File: src/rtl/ntt_r16_agu_pkg.sv
// Shared constants and FSM state type for the radix-16 NTT address generator.
package ntt_r16_agu_pkg;
  localparam int STAGES    = 3;
  localparam int R16_LANES = 16;
  localparam int D_width   = 4*(STAGES-1);

  typedef enum logic [1:0] {IDLE, RUN, GAP, DONE} agu_state_t;
endpackage

File: src/rtl/ntt_r16_agu_if.sv
// Control/status and per-lane MA/BN bus between the AGU and its host / delay buffer.
interface ntt_r16_agu_if import ntt_r16_agu_pkg::*; #(parameter int DW = D_width);
  logic                         start;
  logic                         stall;
  logic                         busy;
  logic                         ntt_enable;
  logic                         ntt_done;
  logic [1:0]                   stage_idx;
  logic [R16_LANES-1:0][DW-1:0] ma;
  logic [R16_LANES-1:0][DW-1:0] bn;

  modport agu  (input start, stall, output busy, ntt_enable, ntt_done, stage_idx, ma, bn);
  modport host (output start, stall, input busy, ntt_enable, ntt_done, stage_idx, ma, bn);
endinterface

File: src/rtl/r16_bank_map.sv
// Splits a full butterfly index into memory address (index >> 4) and digit-sum bank.
module r16_bank_map import ntt_r16_agu_pkg::*; #(
  parameter int NST = STAGES,
  parameter int DW  = D_width
) (
  input  logic [4*NST-1:0] i_idx,
  output logic [DW-1:0]    o_ma,
  output logic [DW-1:0]    o_bn
);
  logic [3:0] w_sum;

  // 4-bit accumulator wraps, giving the mod-16 digit sum directly
  always_comb begin
    w_sum = '0;
    for (int d = 0; d < NST; d++) w_sum = w_sum + i_idx[4*d +: 4];
    o_ma = DW'(i_idx[4*NST-1:4]);
    o_bn = DW'(w_sum);
  end
endmodule

File: src/rtl/ntt_r16_agu.sv
// Radix-16 NTT AGU: FSM, group/gap/stage counters, lane-digit insertion, registered MA/BN.
module ntt_r16_agu import ntt_r16_agu_pkg::*; #(
  parameter int STAGES    = ntt_r16_agu_pkg::STAGES,
  parameter int STAGE_GAP = 12,
  parameter int D_width   = ntt_r16_agu_pkg::D_width
) (
  input  logic       clk,
  input  logic       rst_n,
  ntt_r16_agu_if.agu bus
);
  localparam int GW  = 4*(STAGES-1);
  localparam int IW  = 4*STAGES;
  localparam int GPW = (STAGE_GAP > 1) ? $clog2(STAGE_GAP) : 1;
  localparam logic [GW-1:0] LAST_G = '1;

  logic [1:0]    r_rsync;
  logic          w_rst_n;
  agu_state_t    r_state;
  logic [GW-1:0] r_grp;
  logic [GPW-1:0] r_gap;
  logic [1:0]    r_stage;
  logic          r_busy, r_en, r_done;
  logic [R16_LANES-1:0][D_width-1:0] r_ma, r_bn, w_ma, w_bn;
  logic [1:0]    w_pos;
  logic [IW-1:0] w_gx, w_lo;
  logic          w_start_ok;

  // assert immediately, release two clocks after rst_n rises
  always_ff @(posedge clk or negedge rst_n)
    if (!rst_n) r_rsync <= '0;
    else        r_rsync <= {r_rsync[0], 1'b1};
  assign w_rst_n = r_rsync[1];

  // lane digit goes at position STAGES-1-stage; group digits fill the rest in order
  assign w_pos = 2'(STAGES-1) - r_stage;
  assign w_gx  = IW'(r_grp);
  assign w_lo  = (IW'(1) << {w_pos, 2'b00}) - IW'(1);

  for (genvar k = 0; k < R16_LANES; k++) begin : g_lane
    logic [IW-1:0] w_idx;
    assign w_idx = ((w_gx & ~w_lo) << 4) | (IW'(k) << {w_pos, 2'b00}) | (w_gx & w_lo);
    r16_bank_map #(.NST(STAGES), .DW(D_width)) u_map (
      .i_idx (w_idx),
      .o_ma  (w_ma[k]),
      .o_bn  (w_bn[k])
    );
  end

  // a start coinciding with the done pulse is dropped
  assign w_start_ok = bus.start && !r_done;

  always_ff @(posedge clk or negedge w_rst_n) begin
    if (!w_rst_n) begin
      r_state <= IDLE;
      r_grp   <= '0;
      r_gap   <= '0;
      r_stage <= '0;
      r_busy  <= 1'b0;
      r_en    <= 1'b0;
      r_done  <= 1'b0;
      r_ma    <= '0;
      r_bn    <= '0;
    end else begin
      r_en   <= 1'b0;
      r_done <= 1'b0;
      case (r_state)
        IDLE: begin
          r_busy <= w_start_ok;
          if (w_start_ok) begin
            r_state <= RUN;
            r_grp   <= '0;
            r_stage <= '0;
          end
        end
        RUN: if (!bus.stall) begin
          r_en  <= 1'b1;
          r_ma  <= w_ma;
          r_bn  <= w_bn;
          r_grp <= r_grp + 1'b1;
          if (r_grp == LAST_G) begin
            r_gap   <= '0;
            r_state <= (r_stage == 2'(STAGES-1)) ? DONE : GAP;
          end
        end
        GAP: begin
          r_gap <= r_gap + 1'b1;
          if (r_gap == GPW'(STAGE_GAP-1)) begin
            r_stage <= r_stage + 1'b1;
            r_grp   <= '0;
            r_state <= RUN;
          end
        end
        DONE: begin
          r_done  <= 1'b1;
          r_state <= IDLE;
        end
        default: r_state <= IDLE;
      endcase
    end
  end

  assign bus.busy       = r_busy;
  assign bus.ntt_enable = r_en;
  assign bus.ntt_done   = r_done;
  assign bus.stage_idx  = r_stage;
  assign bus.ma         = r_ma;
  assign bus.bn         = r_bn;
endmodule

File: src/flat_wrapper.sv
// flat-port wrapper written by rule: the top's interface ports become plain ports
module ntt_r16_agu_flat import ntt_r16_agu_pkg::*;
#(
  parameter int STAGES    = ntt_r16_agu_pkg::STAGES,
  parameter int STAGE_GAP = 12,
  parameter int D_width   = ntt_r16_agu_pkg::D_width
)
  (clk, rst_n, bus_start, bus_stall, bus_busy, bus_ntt_enable, bus_ntt_done, bus_stage_idx, bus_ma, bus_bn);
  ntt_r16_agu_if bus_i ();
  input  logic clk;
  input  logic rst_n;
  input wire logic [$bits(bus_i.start)-1:0] bus_start;
  input wire logic [$bits(bus_i.stall)-1:0] bus_stall;
  output wire logic [$bits(bus_i.busy)-1:0] bus_busy;
  output wire logic [$bits(bus_i.ntt_enable)-1:0] bus_ntt_enable;
  output wire logic [$bits(bus_i.ntt_done)-1:0] bus_ntt_done;
  output wire logic [$bits(bus_i.stage_idx)-1:0] bus_stage_idx;
  output wire logic [$bits(bus_i.ma)-1:0] bus_ma;
  output wire logic [$bits(bus_i.bn)-1:0] bus_bn;
  assign bus_i.start = bus_start;
  assign bus_i.stall = bus_stall;
  assign bus_busy = bus_i.busy;
  assign bus_ntt_enable = bus_i.ntt_enable;
  assign bus_ntt_done = bus_i.ntt_done;
  assign bus_stage_idx = bus_i.stage_idx;
  assign bus_ma = bus_i.ma;
  assign bus_bn = bus_i.bn;
  ntt_r16_agu #(.STAGES(STAGES), .STAGE_GAP(STAGE_GAP), .D_width(D_width)) u_core (.clk(clk), .rst_n(rst_n), .bus(bus_i));
endmodule
File: config.mk
export PLATFORM = sky130hd
export DESIGN_NAME = ntt_r16_agu_flat
export DESIGN_NICKNAME = d
export VERILOG_FILES = /design/src/rtl/ntt_r16_agu_pkg.sv /design/src/rtl/ntt_r16_agu_if.sv /design/src/rtl/r16_bank_map.sv /design/src/rtl/ntt_r16_agu.sv /design/src/flat_wrapper.sv
export SDC_FILE = /design/constraint.sdc
export NUM_CORES = 1
export LEC_CHECK = 0
export BUFFER_PORTS_ARGS = -buffer_cell sky130_fd_sc_hd__buf_2
export CORE_MARGIN = 4
export CORE_UTILIZATION = 55
export CTS_BUF_LIST = sky130_fd_sc_hd__clkbuf_4 sky130_fd_sc_hd__clkbuf_8
export DETAILED_ROUTE_END_ITERATION = 16
export PLACE_DENSITY = 0.85
export SLEW_MARGIN = 25
export SYNTH_ARGS = -nofsm -noshare
export SYNTH_HDL_FRONTEND = slang
export SYNTH_HIERARCHICAL = 1
export SYNTH_SLANG_ARGS = --single-unit
File: constraint.sdc
create_clock -name clk -period 19.8 [get_ports clk]
set_input_delay 3.96 -clock clk [delete_from_list [all_inputs] [get_ports clk]]
set_output_delay 3.96 -clock clk [all_outputs]
set_load 0.1 [all_outputs]
==> reports/metrics.csv <==
stage;metric;value;unit
clocking;clk_lat worst skew;0.55;ns
routing;initial DRC count;933;
finish;most common cell after layout, fill and taps aside;nand2_1;
global_routing;largest net degree at the start of global routing;159;
setup_path;critical-path maximum fanout;87;
floorplan;Std-Cell Rows;59;
finish;n_diodes;0;
setup_path;Worst Setup Start Kind;input port;
timing;Max Clk Rate;168;MHz
setup_path;CP bufs+invs;3;
setup_path;Cell Chain, Critical Path;buf_2 > nand2b_4 > buf_4 > buf_4 > nand2_1 > nand2_1;
synth;Syn Area/Cell;9.08;µm²
synth;Cells after Synth;1634;
timing;final hold slack;0.347;ns
global_routing;initial antenna violation count;0;
setup_path;CP peak stage delay;0.81;ns
placement;HPWL after detailed placement;22800;µm
worst_hold_path;Hold Crit Class;flop to flop;
floorplan;chip height;172;µm
floorplan;DIE WIDTH;172;µm
setup_path;Critical Path AT;6.43;ns
setup_path;family with the most delay on the worst path;buffers and inverters;
timing;Setup Skew;0.0256;ns
job;# Max-Cap Violations;0;
clocking;clk buf depth;3;
finish;Area Growth Syn to Fin;8.87;%
clocking;Resize count post-CTS;0;
timing;RSZ-0062 raised after global routing;no;
synth;Yosys reg bits;277;
clocking;H-tree levels;2;
placement;routability congestion estimate;0.839;
synth;Primary FF master, synth;dfrtp_1;
global_routing;vias in the first global route;10800;
finish;Design Area, Final;16100;µm²
timing;Final Cycle Share;30.1;%
routing;routed wire length;36100;µm
setup_path;Critical Path RT;20.27;ns
synth;ys async rst share;100;%
synth;post-synthesis sequential area ratio;46.7;%
clocking;total CTS buffers;47;
global_routing;gr ovfl total;0;
finish;final layout net count;1846;
setup_path;element type at the critical path end;flop;
synth;synth unique cells;44;
clocking;CTS hold repair buffers;0;
clocking;Worst-path clk slew;0.06;ns
routing;Routed Antenna Nets;0;
routing;wire per inst;17.0;µm
placement;input/output buffers;264;
finish;commonest cells after routing, fill and taps aside;nand2_1 (777), dfrtp_1 (276), buf_2 (264);
status;status;complete, no violations;
floorplan;Initial Utilization;56.4;%
placement;Area after DPL;15100;µm²
routing;DRC Markers;0;
floorplan;core footprint;26300;µm²
clocking;Clock Tree Root;clkbuf_8;
timing;fin crit period;5.96;ns
synth;number of synthesized flops with an enable pin;0;
timing;worst rel slew slack;32.1;%
floorplan;die area;29700;µm²
finish;Util after Layout;61.4;%
routing;routed via count;10600;
timing;Hold Vio Cnt, Final;0;
clocking;CTS tree;yes;
timing;Total Neg Setup Slack;0;ns
setup_path;CP max stage cell;buf_4;
clocking;clk sink count;277;
setup_path;CP Class;input port to flop;
global_routing;global-route wire length before repair;57100;µm
floorplan;# IOs;265;
finish;proportion of layout cells with a drive suffix above 1;21.8;%
global_routing;GRT Total Usage;24.5;%
timing;final setup violation count;0;
timing;count of pins over their slew limit;0;
routing;vias per cell;4.99;
timing;Worst-Margin Slew;1.02;ns
synth;synthesis warning total;6;
synth;Post-Synthesis Cell Area;14800;µm²
routing;DRT Pass-1 Iters;7;
clocking;post-CTS setup buffers;0;
## registers in the layout, indices dropped and copies added (netlist names), 2 cells and up
| signal | count |
|---|---|
| u_core/bus.bn | 128 |
| u_core/r_state | 2 |
| u_core/r_grp | 8 |
| u_core/r_rsync | 2 |
| u_core/bus.ma | 128 |
| u_core/r_gap | 4 |
| u_core/bus.stage_idx | 2 |
## kinds of logic (layout without fill, tap and decap cells)
family	Yosys count	count (layout)	synth area share [%]
buffers and inverters	344	455	14.7
other	17	65	0.430
AOI/OAI and AO/OA	37	37	1.68
DFF	277	277	46.7
adders and majority gates	84	84	10.3
and+or+nand+nor	824	824	21.6
muxes	2	2	0.152
xor gates and xnor gates	49	49	4.38
## stage by stage
stage | cells | setup WS, ns
after detailed placement | 2042 | 12.89
final | 2128 | 13.84
after global routing | 2128 | 13.67
after floorplan | 1682 | 11.51
after CTS | 2126 | 13.47
after global placement | 2042 | 12.91
## final timing paths
kind	start	to	slack [ns]	depth (start not counted)
hold / removal	u_core/r_rsync[0]	u_core/r_rsync[1]	0.35	0
min in group asynchronous	u_core/r_rsync[1]	u_core/bus.ma[95]	0.39	0
setup / recovery	bus_stall	u_core/bus.ma[30]	13.84	6
setup reg to reg	u_core/bus.stage_idx[0]	u_core/bus.bn[115]	15.30	11
hold reg to reg	u_core/r_rsync[0]	u_core/r_rsync[1]	0.35	0
max in group asynchronous	rst_n	u_core/r_rsync[1]	16.49	1
## layer usage
layer / vias to the layer above / track usage, % / share of wire [%]
met2: 442 / 39.5 / 48
li1: 4908 / - / -
met4: 0 / 8.48 / 2.9
met3: 89 / 5.74 / 8.7
met5: - / 0 / 0
met1: 5186 / 33.1 / 41
## final cells by class
| cell class | count | area (µm²) |
|---|---|---|
| clock inverter | 11 | 93.8 |
| inverter | 89 | 342 |
| multi-input combinational | 1061 | 5930 |
| clock buffer | 73 | 923 |
| tap | 335 | 419 |
| timing repair buffer | 282 | 1500 |
| sequential | 277 | 6940 |
| fill | 2147 | 10100 |
## synth_stat cells (all sizes together) (3+ instances only)
cell type | instances | area (µm²)
conb | 17 | 63.8
nand2b | 3 | 18.8
nor2 | 9 | 33.8
buf | 250 | 1830
nand3 | 6 | 30.0
xor2 | 17 | 149
xnor2 | 16 | 140
o21ai | 12 | 60.1
nand2 | 777 | 2920
nor2b | 8 | 52.6
inv | 89 | 337
a31oi | 5 | 31.3
a21o | 3 | 22.5
clkbuf | 5 | 18.8
fa | 64 | 1280
ha | 20 | 250
dfrtp | 277 | 6930
a22o | 8 | 70.1
or2 | 8 | 50.1
xnor3 | 16 | 360
Power is not shown: default switching activity piles up to over one toggle a cycle in this logic, so the estimate is an artifact.
